===== config.mk =====
export PLATFORM = sky130hd
export DESIGN_NAME = spi_encoder_master
export DESIGN_NICKNAME = d
export VERILOG_FILES = /design/src/rtl/spi_enc_pkg.sv /design/src/rtl/spi_master_byte.sv /design/src/rtl/spi_encoder_master.sv
export SDC_FILE = /design/constraint.sdc
export NUM_CORES = 1
export LEC_CHECK = 0
export CAP_MARGIN = 20
export CORE_MARGIN = 3
export CORE_UTILIZATION = 50
export DETAILED_ROUTE_END_ITERATION = 7
export PLACE_DENSITY = 0.71
export SYNTH_ARGS = -nofsm -noshare
export SYNTH_HDL_FRONTEND = slang
export SYNTH_HIERARCHICAL = 1
export SYNTH_SLANG_ARGS = --single-unit

===== constraint.sdc =====
create_clock -name clk -period 4.44 [get_ports clk]
set_input_delay 0.444 -clock clk [delete_from_list [all_inputs] [get_ports clk]]
set_output_delay 0.444 -clock clk [all_outputs]
set_load 0.03 [all_outputs]

===== src/rtl/spi_enc_pkg.sv =====
// Shared definitions for the dual quadrature-encoder SPI master.
// Contents: top FSM state type, command/filler bytes and transfer geometry.
package spi_enc_pkg;

  typedef enum logic [2:0] {
    IDLE,
    SETUP,
    XFER,
    HOLD,
    GAP
  } spi_state_t;

  localparam logic [7:0]  CMD_READ_ALL   = 8'h00;
  localparam logic [7:0]  FILLER_BYTE    = 8'h00;
  localparam int unsigned NUM_DATA_BYTES = 8;
  localparam int unsigned BITS_PER_BYTE  = 8;
  // Address byte followed by the data bytes.
  localparam int unsigned NUM_XFER_BYTES = NUM_DATA_BYTES + 1;

endpackage


===== src/rtl/spi_master_byte.sv =====
// One-byte SPI mode-0 shift engine with sck divider.
// Ports:
//   clk, resetN     : system clock, asynchronous active-low reset
//   go              : level; start (when idle) or continue with the next byte
//                     at the end of the current one; low at a byte end stops
//   txByte          : byte to shift out (loaded when idle or at a byte end)
//   miso            : raw peripheral data, 2-flop synchronised here
//   rxByte          : received byte, valid while byteDone is high
//   byteDone        : high in the cycle that ends with the byte's last sck fall
//   sck, mosi       : SPI clock (idles low) and master data (MSB first)
module spi_master_byte
  import spi_enc_pkg::*;
#(
  parameter int unsigned CLK_DIV = 4
) (
  input  logic       clk,
  input  logic       resetN,
  input  logic       go,
  input  logic [7:0] txByte,
  input  logic       miso,
  output logic [7:0] rxByte,
  output logic       byteDone,
  output logic       sck,
  output logic       mosi
);

  localparam int unsigned     DIV_W     = $clog2(CLK_DIV);
  localparam logic [DIV_W-1:0] DIV_LAST = DIV_W'(CLK_DIV - 1);
  localparam logic [DIV_W-1:0] SAMPLE_AT = DIV_W'(1);
  localparam logic [2:0]       BIT_LAST = 3'(BITS_PER_BYTE - 1);

  logic             active;
  logic [DIV_W-1:0] div_cnt;
  logic [2:0]       bit_cnt;
  logic [7:0]       tx_sh;
  logic [7:0]       rx_sh;
  logic [7:0]       rx_next;
  logic             miso_s1;
  logic             miso_s2;
  logic             phase_end;
  logic             sample;

  assign phase_end = active && (div_cnt == DIV_LAST);
  // Synchroniser adds two cycles, so sample two cycles into the high phase.
  assign sample    = active && sck && (div_cnt == SAMPLE_AT);
  assign byteDone  = phase_end && sck && (bit_cnt == BIT_LAST);
  assign mosi      = tx_sh[7];

  // With CLK_DIV=2 the last sample lands on the final falling edge, so the
  // byte is presented with the in-flight bit already merged.
  always_comb begin
    rx_next = rx_sh;
    if (sample) rx_next = {rx_sh[6:0], miso_s2};
  end
  assign rxByte = rx_next;

  always_ff @(posedge clk or negedge resetN) begin
    if (!resetN) begin
      active  <= 1'b0;
      div_cnt <= '0;
      bit_cnt <= '0;
      sck     <= 1'b0;
      tx_sh   <= '0;
      rx_sh   <= '0;
      miso_s1 <= 1'b0;
      miso_s2 <= 1'b0;
    end else begin
      miso_s1 <= miso;
      miso_s2 <= miso_s1;
      rx_sh   <= rx_next;
      if (!active) begin
        sck     <= 1'b0;
        div_cnt <= '0;
        bit_cnt <= '0;
        tx_sh   <= txByte;
        if (go) active <= 1'b1;
      end else if (phase_end) begin
        div_cnt <= '0;
        if (!sck) begin
          sck <= 1'b1;
        end else begin
          sck <= 1'b0;
          if (bit_cnt == BIT_LAST) begin
            bit_cnt <= '0;
            if (go) tx_sh  <= txByte;
            else    active <= 1'b0;
          end else begin
            bit_cnt <= bit_cnt + 3'd1;
            tx_sh   <= {tx_sh[6:0], 1'b0};
          end
        end
      end else begin
        div_cnt <= div_cnt + DIV_W'(1);
      end
    end
  end

endmodule


===== src/rtl/spi_encoder_master.sv =====
// Master-side SPI reader for the dual quadrature-encoder peripheral.
// Each transaction sends start address 0x00, reads 8 frozen bytes and
// publishes countA = {b1..b4}, countB = {b5..b8} together with a done pulse.
// Optional feature: define SPI_ENC_MASTER_AUTO_POLL_EN to start a transaction
// every POLL_PERIOD cycles (measured from the previous accept).
// Ports:
//   clk, resetN     : system clock, asynchronous active-low reset
//   start           : transaction request, sampled only in IDLE
//   busy            : high from the cycle after accept until GAP ends
//   done            : one-cycle pulse when countA/countB update
//   countA, countB  : encoder 0 / encoder 1 counts
//   cs, sck, mosi   : SPI chip select (active-low), clock, master data
//   miso            : asynchronous peripheral data
module spi_encoder_master
  import spi_enc_pkg::*;
#(
  parameter int unsigned CLK_DIV     = 4,
  parameter int unsigned CS_SETUP    = 2,
  parameter int unsigned CS_IDLE     = 8,
  parameter int unsigned POLL_PERIOD = 4096
) (
  input  logic        clk,
  input  logic        resetN,
  input  logic        start,
  output logic        busy,
  output logic        done,
  output logic [31:0] countA,
  output logic [31:0] countB,
  output logic        cs,
  output logic        sck,
  output logic        mosi,
  input  logic        miso
);

  localparam int unsigned      HOLD_W   = NUM_DATA_BYTES * BITS_PER_BYTE;
  localparam int unsigned      SET_W    = $clog2(CS_SETUP + 1);
  localparam int unsigned      GAP_W    = $clog2(CS_IDLE + 1);
  localparam logic [SET_W-1:0] SET_LAST = SET_W'(CS_SETUP - 1);
  localparam logic [GAP_W-1:0] GAP_LAST = GAP_W'(CS_IDLE - 1);
  localparam logic [3:0]       BYTE_LAST   = 4'(NUM_XFER_BYTES - 1);
  localparam logic [3:0]       BYTE_PENULT = 4'(NUM_XFER_BYTES - 2);

  if (CLK_DIV < 2 || CS_SETUP < 1 || CS_IDLE < 1 || POLL_PERIOD < 1) begin : g_param_check
    $error("spi_encoder_master: CLK_DIV must be >= 2; CS_SETUP, CS_IDLE, POLL_PERIOD >= 1");
  end

  spi_state_t        state;
  logic [SET_W-1:0]  setup_cnt;
  logic [GAP_W-1:0]  gap_cnt;
  logic [3:0]        byte_cnt;
  logic [HOLD_W-1:0] hold;
  logic              go;
  logic [7:0]        tx_byte;
  logic [7:0]        rx_byte;
  logic              byte_done;
  logic              start_req;

`ifdef SPI_ENC_MASTER_AUTO_POLL_EN
  localparam int unsigned     POLL_W    = (POLL_PERIOD > 1) ? $clog2(POLL_PERIOD) : 1;
  localparam logic [POLL_W-1:0] POLL_LAST = POLL_W'(POLL_PERIOD - 1);

  logic [POLL_W-1:0] poll_cnt;
  logic              poll_tick;

  assign poll_tick = (poll_cnt == POLL_LAST);
  assign start_req = start | poll_tick;

  // Restarts on every accept; a tick that arrives while busy is simply lost.
  always_ff @(posedge clk or negedge resetN) begin
    if (!resetN) begin
      poll_cnt <= '0;
    end else if (((state == IDLE) && start_req) || poll_tick) begin
      poll_cnt <= '0;
    end else begin
      poll_cnt <= poll_cnt + POLL_W'(1);
    end
  end
`else
  assign start_req = start;
`endif

  // Engine reloads at byte ends only during XFER, so every byte after the
  // address is filler.
  assign tx_byte = (state == XFER) ? FILLER_BYTE : CMD_READ_ALL;

  spi_master_byte #(
    .CLK_DIV (CLK_DIV)
  ) u_byte (
    .clk      (clk),
    .resetN   (resetN),
    .go       (go),
    .txByte   (tx_byte),
    .miso     (miso),
    .rxByte   (rx_byte),
    .byteDone (byte_done),
    .sck      (sck),
    .mosi     (mosi)
  );

  always_ff @(posedge clk or negedge resetN) begin
    if (!resetN) begin
      state     <= IDLE;
      cs        <= 1'b1;
      busy      <= 1'b0;
      done      <= 1'b0;
      countA    <= '0;
      countB    <= '0;
      go        <= 1'b0;
      setup_cnt <= '0;
      gap_cnt   <= '0;
      byte_cnt  <= '0;
      hold      <= '0;
    end else begin
      done <= 1'b0;
      case (state)
        IDLE: begin
          cs <= 1'b1;
          if (start_req) begin
            state     <= SETUP;
            cs        <= 1'b0;
            busy      <= 1'b1;
            setup_cnt <= '0;
            byte_cnt  <= '0;
            hold      <= '0;
          end
        end
        SETUP: begin
          if (setup_cnt == SET_LAST) begin
            state <= XFER;
            go    <= 1'b1;
          end else begin
            setup_cnt <= setup_cnt + SET_W'(1);
          end
        end
        XFER: begin
          if (byte_done) begin
            if (byte_cnt != 4'd0) hold <= {hold[HOLD_W-BITS_PER_BYTE-1:0], rx_byte};
            // go is dropped one byte early: the engine reads it at the end of
            // each byte to decide whether to continue.
            if (byte_cnt == BYTE_PENULT) go <= 1'b0;
            if (byte_cnt == BYTE_LAST) state <= HOLD;
            else                       byte_cnt <= byte_cnt + 4'd1;
          end
        end
        HOLD: begin
          cs      <= 1'b1;
          countA  <= hold[HOLD_W-1:HOLD_W/2];
          countB  <= hold[HOLD_W/2-1:0];
          done    <= 1'b1;
          gap_cnt <= '0;
          state   <= GAP;
        end
        GAP: begin
          if (gap_cnt == GAP_LAST) begin
            state <= IDLE;
            busy  <= 1'b0;
          end else begin
            gap_cnt <= gap_cnt + GAP_W'(1);
          end
        end
        default: state <= IDLE;
      endcase
    end
  end

endmodule


# Yosys cells after proc, flatten, opt, wreduce, memory -nomap -nowiden

Index checks and enable logic that the tools add are counted.

Register bits: 170
Latch bits: 0
RAM bits: 0
ROM bits: 0
Input bits: 4
Output and inout bits: 69
Logic and storage cells: 119
Memories kept: 0

$add $sub $neg: 5
$mul: 0
Div/mod/pow operators: 0
$lt $le $gt $ge: 0
Equality and inequality tests: 24
Shift-type cells: 0
Mux-type cells: 49
Bitwise logic cells: 0
Reductions and logical operators: 22

Operator list:

| operator              | number |
|---|---|
| $mux W64              | 3 |
| $pmux W64 S2          | 1 |
| $mux W8               | 6 |
| $mux W3               | 9 |
| $mux W4               | 4 |
| $ne A2 B2 Y1 const B  | 8 |
| $pmux W4 S2           | 2 |
| $mux W1               | 15 |
| $pmux W3 S5           | 1 |
| $reduce_and A4 Y1     | 3 |
| $reduce_bool A2 Y1    | 6 |
| $reduce_and A3 Y1     | 3 |
| $add A4 B1 Y4 const B | 2 |
| $eq A4 B3 Y1 const B  | 2 |
| $mux W2               | 4 |
| $ne A2 B1 Y1 const B  | 4 |
| $eq A3 B2 Y1 const B  | 2 |
| $eq A3 B3 Y1 const B  | 2 |
| $pmux W1 S2           | 3 |
| $logic_and A1 B1 Y1   | 5 |
| $reduce_and A5 Y1     | 1 |
| $add A2 B1 Y2 const B | 2 |
| $eq A2 B1 Y1 const B  | 2 |
| $eq A4 B4 Y1 const B  | 1 |
| 8 further kinds       | 9 |

# Depth between registers and ports, before layout

Gate-level depths: netlist of the first run.

Depth in word-level cells: 6
Mapped depth: 9
Depth with buffers taken out: 7

# Modules after synthesis

Netlist of the first run, hierarchy kept.

Modules (own cells, without submodules):

| module             | times used | cells each | area an instance (µm²) | sequential area each (µm²) |
|---|---|---|---|---|
| spi_encoder_master | 1          | 575        | 6008.3                 | 3629.7 |
| spi_master_byte    | 1          | 79         | 1139.8                 | 625.6 |

# Least setup slack after synthesis of the first run

No wires, ideal clock.

Kind: reg2reg
Start point: register u_byte.bit_cnt[0]
End point: register hold[0]
Setup time: 0.124 ns
Arrival time: 1.768 ns
Data required time: 4.316 ns
Slack: 2.548 ns
Cell stages (with the launch flop): 10
Path buffers: 2
Clock period less this slack: 1.892 ns
Cells stage by stage: dfrtp_1 -> ha_1 -> ha_1 -> nand3_1 -> nor2_1 -> mux2_4 -> and3_1 -> buf_6 -> buf_6 -> mux2i_1

Cells in the longest elaborated chain, start to end: 4

RTL lines:

| what                        | RTL line                  | source |
|---|---|---|
| from (decl)                 | spi_master_byte.sv:34     | `logic [2:0] bit_cnt;` |
| from (signal assigned)      | spi_master_byte.sv:88     | `bit_cnt <= bit_cnt + 3'd1;` |
| $eq A3 B3 Y1                | spi_master_byte.sv:46     | `assign byteDone = phase_end && sck && (bit_cnt == BIT_LAST);` |
| $logic_and A1 B1 Y1         | spi_master_byte.sv:46     |  |
| net byte_done               | spi_encoder_master.sv:55  | `logic byte_done;` |
| $ne A2 B2 Y1 (no line)      | --                        |  |
| $reduce_and A4 Y1 (no line) | --                        |  |
| to (signal assigned)        | spi_encoder_master.sv:137 | `if (byte_cnt != 4'd0) hold <= {hold[HOLD_W-BITS_PER_BYTE-1:0], rx_byte};` |
| to (decl)                   | spi_encoder_master.sv:51  | `logic [HOLD_W-1:0] hold;` |

The timed path passes the listed nets, and every way through them passes these cells.
A chain may end at the register's enable or synchronous reset.

# Worst setup path in the final report of the first run

Start point: register state[1]
End point: register byte_cnt[2]

Cells in the longest elaborated chain, start to end: 3
Elaborated cells on any way between the ends: 8
Classes of those cells: 4 x eq/ne; 1 x mux; 3 x reduce/logical

RTL lines:

| what                                                                | RTL line                  | source |
|---|---|---|
| from (decl)                                                         | spi_encoder_master.sv:47  | `spi_state_t state;` |
| from (signal assigned)                                              | spi_encoder_master.sv:102 | `state <= IDLE;` |
| from (signal assigned)                                              | spi_encoder_master.sv:119 | `state <= SETUP;` |
| from (signal assigned)                                              | spi_encoder_master.sv:129 | `state <= XFER;` |
| $eq A3 B2 Y1 / $logic_not A3 Y1 (equally long branches)             | spi_encoder_master.sv:115 | `case (state)` |
| $ne A2 B2 Y1 (no line) / $reduce_bool A2 Y1 (equally long branches) | --                        |  |
| $reduce_and A4 Y1 (no line)                                         | --                        |  |
| to (signal assigned)                                                | spi_encoder_master.sv:142 | `else byte_cnt <= byte_cnt + 4'd1;` |
| to (decl)                                                           | spi_encoder_master.sv:50  | `logic [3:0] byte_cnt;` |

Several ways; a longest one is shown, not always the timed one.

==> metrics, run 1 <==
status finished clean; Seq. cell area 0.004257 sq mm; clock share of power 28.2%; Reg2Reg Setup Slack 2090 ps; Sink Count 170; root buffer cell clkbuf_16; Final Instance Area 0.008626 sq mm; CTS clk-pin slew, worst paths 60 ps; Synth Area per Inst 10.93 sq um; Synth cell types 44; post-synth design cell area 0.007148 sq mm; CTS Buffer Depth 2; RSZ-0062 raised after global routing false; Setup crit start state[1]; hold path cells 0; ys flop type dfrtp_1; Yosys reg bits 170; PwrDens 590.0 mW/mm^2; row count 43; die area 0.01577 sq mm; total of warnings raised by yosys 6; Place WS 1824 ps; Detail Route Antenna Nets 0; htree depth 4; worst slew pin tran 637.6 ps; Int Pwr 3397 uW; Critical R2R Launch state[1]; drt first pass iters 5; Flop pwr share 40.7%; # nets final 738; num ports 73; Arrival @ worst endpoint 2690 ps; CTS tree built; Sum Neg Setup Slack 0 ps; Worst R2R End byte_cnt[2]; gpl congestion 0.7614; initial antenna violation count 0; final worst-path cycle share 52.82%; Min-Delay Endpoint u_byte/miso_s2; Max Clk Rate 426.4 MHz; CTS Buf Count 17; Gate power share 31.1%; vias in the first global route 4,885; R2R cell count 4; post-synthesis sequential area ratio 59.53%; switching share of total power 33.25%; share of synthesized registers carrying an async set or reset 100.0%; Area growth syn-to-layout 20.67%; Worst Setup Path Type reg -> reg; endpoints failing setup 0; Max Slew Vio Count 0; skew final 9.116 ps; maximum fanout along the worst path 46; Worst-Skew Late Latency 420 ps; final core occ 61.90%; wire per inst 14.89 um; HPWL after DPL 8694 um; Max-Slew Margin vs Limit 57.50%; leakage 0.003754 uW; # port buffers 72; Final Critical Period 2345 ps; Synth Instances 654; DRC viols 0; Starting Density 51.30%; Startpoint Class flop; diode count 0; max_cap viols 0; largest net degree at the start of global routing 130; final hold viol count 0; Switch Pwr 1692 uW; maximum vdd ir drop 0.3510 mV; share of cells above drive strength 1 8.660%; final setup margin 2095 ps; number of enable flip-flop cells after synthesis 0; vias per cell 5.122; Worst Hold Launch u_byte/miso_s1; Layout fillers 1,109; core footprint 0.01393 sq mm; die width 125.6 um; Placement Cell Area 0.007959 sq mm; final WL 13,680 um; Iteration-0 DRC Markers 277; Hold Crit Class reg -> reg; remaining global-route overflow 0; Req. time, crit path 4780 ps; Crit. End Element flop; GRT Total Usage 18.22%; first-pass GRT wire length 23,300 um; multi-input logic area 0.002444 sq mm; die span in y 125.6 um; routed vias 4,707
==> critical path, stage by stage (launching register included) <==
cell       delay [ps]
dfrtp_2           780
buf_4             540
or3b_1            470
a311o_1           320
o2bb2ai_1         140
==> stage by stage <==
step	hold WS [ps]	power, uW	instances
6_report	346.6	5089	919
5_1_grt	353.0	5363	919
3_3_place_gp	351.5	3604	883
4_1_cts	201.2	5115	915
2_1_floorplan	148.4	3172	661
3_5_place_dp	334.7	3662	883
==> power groups by stage <==
| stage | registers [uW] | clock network (uW) | logic (uW) |
|---|---|---|---|
| 2_1_floorplan | 2300 | 0 | 868 |
| 3_5_place_dp | 2100 | 0 | 1570 |
| 5_1_grt | 2110 | 1530 | 1720 |
| 6_report | 2070 | 1430 | 1580 |
| 4_1_cts | 2070 | 1460 | 1580 |
| 3_3_place_gp | 2080 | 0 | 1520 |
==> cells in the mapped netlist, types with 3 or more instances <==
cell	number	area share (%)
a21oi_1	11	0.77
buf_2	3	0.21
buf_6	9	1.4
clkbuf_1	21	1.1
dfrtp_1	169	59
ha_1	8	1.4
inv_1	75	3.9
mux2_2	8	1.3
mux2_4	15	3.2
mux2i_1	68	9.5
nand2_1	134	7.0
nand3_1	9	0.63
nor2_1	10	0.53
nor2b_1	4	0.35
nor4_1	3	0.26
o211ai_1	3	0.32
o21ai_0	51	3.6
o21ai_1	18	1.3
o2bb2ai_1	3	0.37
o31ai_1	3	0.32
==> flip-flops by register name (all words and copies together), names as in the netlist, 2 cells and up <==
| name | count |
|---|---|
| byte_cnt | 4 |
| countA | 32 |
| countB | 32 |
| gap_cnt | 4 |
| hold | 64 |
| setup_cnt | 2 |
| state | 3 |
| u_byte/bit_cnt | 3 |
| u_byte/div_cnt | 2 |
| u_byte/rx_sh | 8 |
| u_byte/tx_sh | 8 |
==> worst max-delay path by stage <==
stage	slack (ps)	to	depth (start not counted)
3_5_place_dp	1820	hold[12]	7
2_1_floorplan	2550	hold[0]	9
6_report	2090	byte_cnt[2]	4
5_1_grt	1960	hold[7]	7
4_1_cts	1800	hold[45]	7
3_3_place_gp	1930	hold[34]	7
==> what timing repair did <==
item / in CTS / in global routing
hold endpoints to repair: 0 / 26
setup buffers: 0 / 0
gates resized for setup: 0 / 0
hold buffers: 0 / 1
==> per-layer routing <==
| layer | up-vias | track usage [%] | share of wire (%) |
|---|---|---|---|
| li1 | 2270 | - | - |
| met1 | 2328 | 23.66 | 45 |
| met2 | 87 | 29.92 | 50 |
| met3 | 22 | 5.211 | 3.6 |
| met4 | 0 | 5.485 | 1.6 |
| met5 | - | 0 | 0 |
==> layout by cell type (no fill, tap or decap), drive strengths merged, types with 9 or more instances in the layout <==
master         count
inv               75
o21ai             70
nor2              10
nand3              9
clkdlybuf4s50     71
mux2              23
clkbuf            24
a21oi             11
dfrtp            169
nand2            135
mux2i             68
==> cells by family (layout without fill, tap and decap cells) <==
family | Yosys count | count (layout) | synth area share (%)
compound gates | 99 | 99 | 7.807
xor+xnor | 1 | 1 | 0.1225
fa+ha+maj | 8 | 8 | 1.400
buf+inv | 109 | 187 | 6.722
flops | 170 | 170 | 59.53
mux | 91 | 91 | 13.93
other cells | 1 | 8 | 0.05246
simple gates | 175 | 175 | 10.43
==> cell type report <==
type / instances / share of cell area, %
clock buffer: 24 / 5.585
timing repair buffer: 80 / 9.791
clock inverter: 8 / 1.073
inverter: 75 / 3.264
multi-input combinational: 382 / 28.33
sequential: 170 / 49.35
tap: 180 / 2.611
No activity file was read; power rests on OpenSTA's default activity.
==> inputs of run 2 (changes only) <==
==> constraint.sdc (replaced) <==
create_clock -name clk -period 2.4 [get_ports clk]
set_input_delay 0.24 -clock clk [delete_from_list [all_inputs] [get_ports clk]]
set_output_delay 0.24 -clock clk [all_outputs]
set_load 0.03 [all_outputs]
==> run 2 against run 1 <==
Net effect:
- via count rose by 0.64%
- core utilization rose by 0.38 points
- fmax rose by 6.0%
- combinational power rose by 94%
- critical path type unchanged
- largest cell class unchanged
==> metrics, run 2 (synthesis results as in run 1) <==
status finished clean; vias in the first global route 4,828; remaining global-route overflow 0; htree depth 4; largest net degree at the start of global routing 92; maximum fanout along the worst path 22; Sink Count 170; share of cells above drive strength 1 9.287%; die width 125.6 um; Critical R2R Launch u_byte/bit_cnt[0]; final worst-path cycle share 92.21%; CP Cell Sequence ha_1 > ha_1 > nand3_1 > nor2_1 > mux2_4 > and3_4 > buf_12 > mux2i_1; skew final 8.233 ps; drt first pass iters 4; CTS clk-pin slew, worst paths 60 ps; die area 0.01577 sq mm; max_cap viols 0; DP Cell Count 891; Max Clk Rate 451.9 MHz; die span in y 125.6 um; Layout fillers 1,113; Final Critical Period 2213 ps; Worst setup endpoint hold[26]; CTS Buffer Depth 2; Final Instance Area 0.008678 sq mm; Reg2Reg Setup Slack 190 ps; row count 43; # port buffers 72; cts hold-fix bufs 1; critical path depth 8; post-CTS setup buffer count 0; Max-Slew Margin vs Limit 58.37%; Req. time, crit path 2730 ps; num ports 73; diode count 0; # nets final 743; Setup crit start u_byte/bit_cnt[0]; Startpoint Class flop; maximum vdd ir drop 0.5146 mV; largest register by flop count hold; Placement Cell Area 0.008107 sq mm; final WL 13,720 um; CP max stage delay 490 ps; CTS tree built; DRC viols 0; most frequent CP cell ha_1; Tot Pwr 9461 uW; Worst R2R End hold[26]; Detail Route Antenna Nets 0; most common cell after layout, fill and taps aside dfrtp_1; worst slew pin tran 624.5 ps; core footprint 0.01393 sq mm; Seq. cell area 0.004257 sq mm; Area growth syn-to-layout 21.41%; wire per inst 14.86 um; Crit-path slowest cell and3_4; max reg flops 64; GRT Total Usage 18.61%; CTS Buf Count 17; Worst Setup Path Type reg -> reg; final hold viol count 0; biggest registers after layout hold (64), countA (32), countB (32); endpoints failing setup 0; Sum Neg Setup Slack 0 ps; most frequent cells in the layout dfrtp_1, nand2_1, inv_1, clkdlybuf4s50_1, mux2i_1; Starting Density 51.30%; CP Buf/Inv Count 1; Crit. End Element flop; cts repair resizes 0; leakage 0.003781 uW; Hold Crit Class in -> reg; initial antenna violation count 0; vias per cell 5.132; multi-input logic area 0.002444 sq mm; final std cells w/o fill 923; Iteration-0 DRC Markers 264; routed vias 4,737; R2R cell count 8; root buffer cell clkbuf_16; kind of cell adding the most delay to the critical path simple AND/OR/NAND/NOR gates; RSZ-0062 raised after global routing false; Max Slew Vio Count 0; Arrival @ worst endpoint 2550 ps; PwrDens 1090 mW/mm^2; first-pass GRT wire length 23,610 um; HPWL after DPL 9264 um; gpl congestion 0.8021; Worst-Skew Late Latency 420 ps; Worst Hold Launch miso
==> run 2: changes by cell type in the layout (fill, tap and decap cells not counted) <==
cell and delta:
buf_12 +7, buf_16 -3, buf_4 +1, clkbuf_1 -1, clkbuf_8 -1, clkinv_2 +1
==> run 2: worst min-delay path by stage <==
stage	to	slack, ps	cells past startpoint
floorplan	busy	-60	0
global placement	u_byte/tx_sh[5]	270	1
detailed placement	u_byte/tx_sh[7]	280	1
CTS	u_byte/miso_s1	250	1
global route	u_byte/miso_s1	270	1
finish	u_byte/miso_s1	270	1
==> run 2: area by class of cell <==
| type | instances | area share, % |
|---|---|---|
| Sequential cell | 170 | 49.05 |
| Multi-Input combinational cell | 382 | 28.16 |
| Timing Repair Buffer | 85 | 10.48 |
| Clock buffer | 22 | 5.349 |
| Inverter | 75 | 3.244 |
| Tap cell | 180 | 2.595 |
| Clock inverter | 9 | 1.125 |
==> run 2: metrics by stage <==
stage	setup slack (ps)	hold WS, ps	util (%)
floorplan	508.5	-55.59	-
global placement	310.5	272.0	58.18
detailed placement	215.4	275.9	58.18
CTS	161.3	253.5	62.28
global route	26.07	267.7	62.28
finish	187.0	270.7	62.28
==> run 2: metal layers <==
layer	global-route usage [%]	wire length, um
met1	25.19	6360
met5	0	0
met4	7.781	306
met3	4.015	459
met2	29.33	6591
==> run 2: power breakdown <==
group	total [uW]	switching, uW	internal, uW
clock	2610	1040	1570
combinational	3070	1720	1350
sequential	3780	377	3400
total	9460	3140	6320
